### config.mk
export PLATFORM = sky130hd
export DESIGN_NAME = square_motion_ctrl
export DESIGN_NICKNAME = d
export VERILOG_FILES = /design/src/rtl/square_motion_ctrl_pkg.sv /design/src/rtl/square_motion_ctrl_axis_bounce.sv /design/src/rtl/square_motion_ctrl.sv
export SDC_FILE = /design/constraint.sdc
export NUM_CORES = 1
export LEC_CHECK = 0
export ABC_AREA = 0
export BUFFER_PORTS_ARGS = -buffer_cell sky130_fd_sc_hd__buf_2
export CORE_ASPECT_RATIO = 1.5
export CORE_MARGIN = 4
export CORE_UTILIZATION = 35
export CTS_CLUSTER_DIAMETER = 200
export DETAILED_ROUTE_END_ITERATION = 6
export GPL_TIMING_DRIVEN = 1
export PLACE_DENSITY = 0.56
export SYNTH_ARGS = -nofsm -noshare
export SYNTH_HDL_FRONTEND = slang
export SYNTH_SLANG_ARGS = --single-unit
export TNS_END_PERCENT = 10
### constraint.sdc
create_clock -name clk -period 3.6 [get_ports clk]
set_clock_uncertainty 0.05 [all_clocks]
set_input_delay 0.18 -clock clk [delete_from_list [all_inputs] [get_ports clk]]
set_output_delay 0.18 -clock clk [all_outputs]
set_load 0.02 [all_outputs]
### src/rtl/square_motion_ctrl_pkg.sv
// Shared constants and FSM encoding for the bouncing-square motion controller,
// also used by the VGA timing generator and the render stage.
package square_motion_ctrl_pkg;

    localparam int unsigned H_RES = 640;
    localparam int unsigned V_RES = 480;
    localparam int unsigned SIZE  = 32;

    typedef enum logic [1:0] {
        IDLE     = 2'd0,
        WAIT     = 2'd1,
        UPDATE_X = 2'd2,
        UPDATE_Y = 2'd3
    } state_e;

endpackage

### src/rtl/square_motion_ctrl_axis_bounce.sv
// One axis of square motion: position/direction register with clamp-and-bounce
// at both screen edges. Direction 1 = increasing coordinate.
module axis_bounce #(
    parameter int unsigned EXTENT = 640,
    parameter int unsigned SIZE   = 32
) (
    input  logic       clk,
    input  logic       rst_i,
    input  logic       update_i,
    input  logic [2:0] step_i,
    output logic [9:0] pos_o
);

    logic [9:0]  pos_q, pos_d;
    logic        dir_q, dir_d;
    logic [10:0] pos_w, step_w, far_edge_w;

    // 11-bit arithmetic so far_edge cannot wrap near the right/bottom edge
    assign pos_w      = {1'b0, pos_q};
    assign step_w     = {8'd0, step_i};
    assign far_edge_w = pos_w + 11'(SIZE) + step_w;

    always_comb begin
        pos_d = pos_q;
        dir_d = dir_q;
        if (update_i) begin
            if (dir_q) begin
                if (far_edge_w >= 11'(EXTENT)) begin
                    pos_d = 10'(EXTENT - SIZE);
                    dir_d = 1'b0;
                end else begin
                    pos_d = pos_q + 10'(step_i);
                end
            end else begin
                if (pos_w <= step_w) begin
                    pos_d = '0;
                    dir_d = 1'b1;
                end else begin
                    pos_d = pos_q - 10'(step_i);
                end
            end
        end
    end

    always_ff @(posedge clk or posedge rst_i) begin
        if (rst_i) begin
            pos_q <= 10'((EXTENT - SIZE) / 2);
            dir_q <= 1'b1;
        end else begin
            pos_q <= pos_d;
            dir_q <= dir_d;
        end
    end

    assign pos_o = pos_q;

endmodule

### src/rtl/square_motion_ctrl.sv
// Bouncing-square sequencer: once-per-frame position update in vertical blank,
// plus the registered square_on hit flag for the render stage.
module square_motion_ctrl
    import square_motion_ctrl_pkg::*;
#(
    parameter int unsigned H_RES_P = H_RES,
    parameter int unsigned V_RES_P = V_RES,
    parameter int unsigned SIZE_P  = SIZE
) (
    input  logic       clk,
    input  logic       reset,
    input  logic       sw,
    input  logic [2:0] speed,
    input  logic       frame_tick,
    input  logic       indisplayinterval,
    input  logic [9:0] pixel_x,
    input  logic [9:0] pixel_y,
    output logic       square_on,
    output logic [9:0] sq_x,
    output logic [9:0] sq_y,
    output logic       busy
);

    state_e     state_q, state_d;
    logic [2:0] step_q, step_d;
    logic       square_on_q, square_on_d;
    logic       run_w, upd_x, upd_y, load_step;

    assign run_w = sw && (speed != 3'd0);

    always_ff @(posedge clk or posedge reset) begin
        if (reset) begin
            state_q     <= IDLE;
            step_q      <= '0;
            square_on_q <= 1'b0;
        end else begin
            state_q     <= state_d;
            step_q      <= step_d;
            square_on_q <= square_on_d;
        end
    end

    always_comb begin
        state_d = state_q;
        unique case (state_q)
            IDLE:     if (run_w) state_d = WAIT;
            WAIT: begin
                if (!run_w)                                state_d = IDLE;
                else if (frame_tick && !indisplayinterval) state_d = UPDATE_X;
            end
            UPDATE_X: state_d = UPDATE_Y;
            UPDATE_Y: state_d = run_w ? WAIT : IDLE;
            default:  state_d = IDLE;
        endcase
    end

    always_comb begin
        upd_x     = (state_q == UPDATE_X);
        upd_y     = (state_q == UPDATE_Y);
        busy      = upd_x || upd_y;
        load_step = (state_q == WAIT) && (state_d == UPDATE_X);
        step_d    = load_step ? speed : step_q;
    end

    axis_bounce #(.EXTENT(H_RES_P), .SIZE(SIZE_P)) u_axis_x (
        .clk      (clk),
        .rst_i    (reset),
        .update_i (upd_x),
        .step_i   (step_q),
        .pos_o    (sq_x)
    );

    axis_bounce #(.EXTENT(V_RES_P), .SIZE(SIZE_P)) u_axis_y (
        .clk      (clk),
        .rst_i    (reset),
        .update_i (upd_y),
        .step_i   (step_q),
        .pos_o    (sq_y)
    );

    always_comb begin
        square_on_d = indisplayinterval
                   && ({1'b0, pixel_x} >= {1'b0, sq_x})
                   && ({1'b0, pixel_x} <  {1'b0, sq_x} + 11'(SIZE_P))
                   && ({1'b0, pixel_y} >= {1'b0, sq_y})
                   && ({1'b0, pixel_y} <  {1'b0, sq_y} + 11'(SIZE_P));
    end

    assign square_on = square_on_q;

endmodule

==> flow_summary_export.csv <==
group,metric,value,unit
run_status,outcome,"finished clean",
timing,grt_setup_unrepaired,"false",
logic_synthesis,synth_fa_ha_area_frac,0.1922,
placement,io_buffers,49,
finish,multi_input_area,2576,sq um
worst_setup_path,crit_buf_inv,1,
worst_setup_path,rr_startpoint,"step_q[1]",
power_and_ir_drop,p_leak,1.753,nW
finish,area_delta_synth_final,11.06,%
grt,grt_pass1_wl,16930,um
placement,dpl_cell_area,3844,sq um
clock_network,clk_latency,0.27,ns
power_and_ir_drop,peakVddDrop,0.2331,mV
floorplanning,core_area,9799,sq um
worst_setup_path,cp-start-kind,"register",
worst_setup_path,critPathSlowestCell,"a2111oi_4",
grt,antenna_found_initial,0,
logic_synthesis,synth_top_family_by_area,"compound AO/OA/AOI/OAI gates",
worst_setup_path,critPathMaxFanout,8,
finish,final_layout_size_suffix_gt1_frac,0.1717,
floorplanning,rows,44,
grt,grt_pass1_vias,3380,
clock_network,cts_num_sinks,28,
clock_network,holdBufCountCts,0,
timing,final.setup.tns,0,ns
timing,worst_pin_slew,0.9991,ns
worst_setup_path,endpoint_kind,"register",
finish,fin_area,3933,sq um
power_and_ir_drop,power_density,771.8,nW/um^2
grt,overflow,0,
worst_setup_path,cp_top_family,"compound AO/OA/AOI/OAI gates",
floorplanning,dieArea,11820,sq um
logic_synthesis,synth_async_sr_flop_share,1.000,
clock_network,path_clk_slew,0.08,ns
worst_setup_path,critical_path.startpoint,"step_q[1]",
clock_network,cts_tree,"yes",
finish,nets,541,
finish,seq_area,710.7,sq um
worst_setup_path,crit_required,3.69,ns
drt,drt-wirelength-per-cell,17.97,um
timing,fin_hold_ws,0.07863,ns
drt,vias,3363,
drt,wirelength,10330,um
logic_synthesis,ys_types,71,
worst_setup_path,path_class,"reg2reg",
placement,routabilityCongestion,0.8811,
timing,timing.fmax,326.6,MHz
timing,finalSetupViolCount,0,
clock_network,cts_buffer_depth,2,
logic_synthesis,synth_compound_area_frac,0.2739,
worst_setup_path,rrSetupSlack,0.54,ns
logic_synthesis,synth-main-ff-cell,"dfrtp_1",
logic_synthesis,synth_cells,426,
finish,nFillCells,1023,
drt,drtIter0Drc,143,
timing,hold_viol,0,
clock_network,htreeDepth,1,
worst_setup_path,cp.depth,8,
drt,drc,0,
worst_setup_path,crit_arrival,3.15,ns
floorplanning,io_pins,50,
finish,diodes,0,
drt,final_antenna_net_count,0,
logic_synthesis,ys_ff_latch,28,
logic_synthesis,synth_area_leaders,"ha_1 (17%), dfrtp_1 (14%), dfstp_2 (5.9%)",
logic_synthesis,synth_seq_area_share,0.2007,
placement,dp_hpwl,8306,um
logic_synthesis,synth-edff-count,0,
worst_setup_path,cpPeakStageDelay,0.57,ns
drt,vias_per_cell,5.849,
timing,final.min_clock_period,3.062,ns
job,drv_cap,0,
clock_network,root_buffer,"clkbuf_16",
grt,grt_usage,0.1731,
clock_network,cts_buffers,3,
worst_setup_path,crit_chain,"inv_1 -> ha_1 -> nand2b_1 -> a2111oi_4 -> mux2_1 -> a211oi_2 -> or2_4 -> o221ai_1",
logic_synthesis,muxShareOfSynthArea,0.01555,
grt,grt_max_degree,24,
logic_synthesis,syn-cell-area,3541,sq um
worst_setup_path,timing.critical_path.to,"u_axis_y.pos_o[9]",
logic_synthesis,syn_area_per_cell,8.312,sq um
logic_synthesis,yosys.area_share.simple,0.2088,
timing,finalMaxSlewViolations,0,
logic_synthesis,syn_nets,506,
worst_setup_path,r2r_cells,8,
logic_synthesis,yosys_warnings,0,
drt,firstDrtPassIters,4,
min_path,hold_class,"in2async",
timing,slew_headroom,0.3332,
logic_synthesis,netlist.top_cell.by_area,"ha_1",
floorplanning,die_y,131.2,um
logic_synthesis,synth_top_area_share,0.1696,
worst_setup_path,r2r-end,"u_axis_y.pos_o[9]",
floorplanning,die_x,90.13,um
floorplanning,initial_core_util,0.3613,
clock_network,cts_resized,0,
clock_network,post-cts-setup-buffer-count,0,
timing,period_share,0.8505,
logic_synthesis,synthXorXnorAreaFrac,0.03710,
worst reg2reg max path, delay by kind of cell (launching register included):
kind | cells | cell delay [ns]
simple gates | 2 | 0.45
flops | 1 | 0.49
mux | 1 | 0.39
buf+inv | 1 | 0.17
fa+ha+maj | 1 | 0.33
compound gates | 3 | 1.05
cell usage in the layout (no fill, tap or decap), types with 4 or more instances in the layout:
| master | n |
|---|---|
| buf_2 | 49 |
| ha_1 | 48 |
| inv_1 | 39 |
| nand2_1 | 30 |
| o21ai_0 | 25 |
| a21oi_1 | 24 |
| nor2_1 | 23 |
| dfrtp_1 | 20 |
| xnor2_1 | 13 |
| nand3_1 | 12 |
| nand2b_1 | 11 |
| nor2b_1 | 11 |
| o21a_1 | 9 |
| o211ai_1 | 8 |
| dfstp_2 | 8 |
| nand4_1 | 7 |
| nor3_1 | 7 |
| a211oi_1 | 7 |
| or3_1 | 7 |
| and3_1 | 6 |
| a31oi_1 | 6 |
| a211o_1 | 5 |
| a21o_1 | 5 |
| nor4_1 | 4 |
| fa_1 | 4 |
per-stage QoR:
stage          std cells    util  worst slack [ns]  total power [mW]
2_1_floorplan        426       -            0.9383             2.185
3_3_place_gp         571  0.3922            0.6237             2.714
3_5_place_dp         571  0.3922            0.5196             2.742
4_1_cts              575  0.4013            0.5146             3.050
5_1_grt              575  0.4013            0.3535             3.313
6_report             575  0.4013            0.5383             3.035
kinds of logic after synthesis:
kind of cell | count (synthesis)
simple gates | 137
buf+inv | 61
flops | 28
compound gates | 128
xor+xnor | 15
mux | 5
fa+ha+maj | 52
cell usage after synthesis, drive strengths merged (7+ instances only):
library cell  instances
a211oi                8
nand2                30
nor2b                11
dfstp                 8
nor3                  7
nand3                12
dfrtp                20
o21ai                25
inv                  40
nor2                 24
nand2b               12
o211ai                8
a21oi                24
nand4                 7
or3                   7
xnor2                13
buf                  11
o21a                  9
ha                   48
clkbuf               10
per-layer routing:
layer / routed length [um] / vias up / GRT usage
li1: - / 1633 / -
met1: 4106 / 1624 / 0.1907
met2: 5670 / 87 / 0.3410
met3: 349 / 19 / 0.02002
met4: 206 / 0 / 0.05026
met5: 0 / - / 0
layout make-up:
class | instances | share of cell area
Tap cell | 115 | 0.03659
Multi-Input combinational cell | 337 | 0.6551
Sequential cell | 28 | 0.1807
Timing Repair Buffer | 51 | 0.06618
Inverter | 40 | 0.03882
Clock buffer | 4 | 0.02259
where the power goes:
group / leakage [nW] / switching, mW / internal (mW)
Combinational: 1.39 / 1.18 / 0.828
Sequential: 0.319 / 0.284 / 0.449
Clock: 0.0442 / 0.126 / 0.171
Total: 1.75 / 1.59 / 1.45
worst min-delay path by stage:
stage,startpoint,end,slack [ns],depth (start not counted)
global route,speed[2],step_q[2],0.11,2
global placement,speed[0],step_q[0],0.38,2
floorplan,reset,square_on,0.19,1
detailed placement,speed[2],step_q[2],0.38,2
finish,reset,u_axis_x.pos_o[9],0.08,2
CTS,speed[2],step_q[2],0.10,2
flip-flops by register name, indices dropped and copies added (netlist names):
signal and flops:
u_axis_x.pos_o 10, u_axis_x.dir_q 1, u_axis_y.pos_o 10, step_q 3, state_q 2, square_on 1, u_axis_y.dir_q 1
Power figures use the tool's default switching activity.
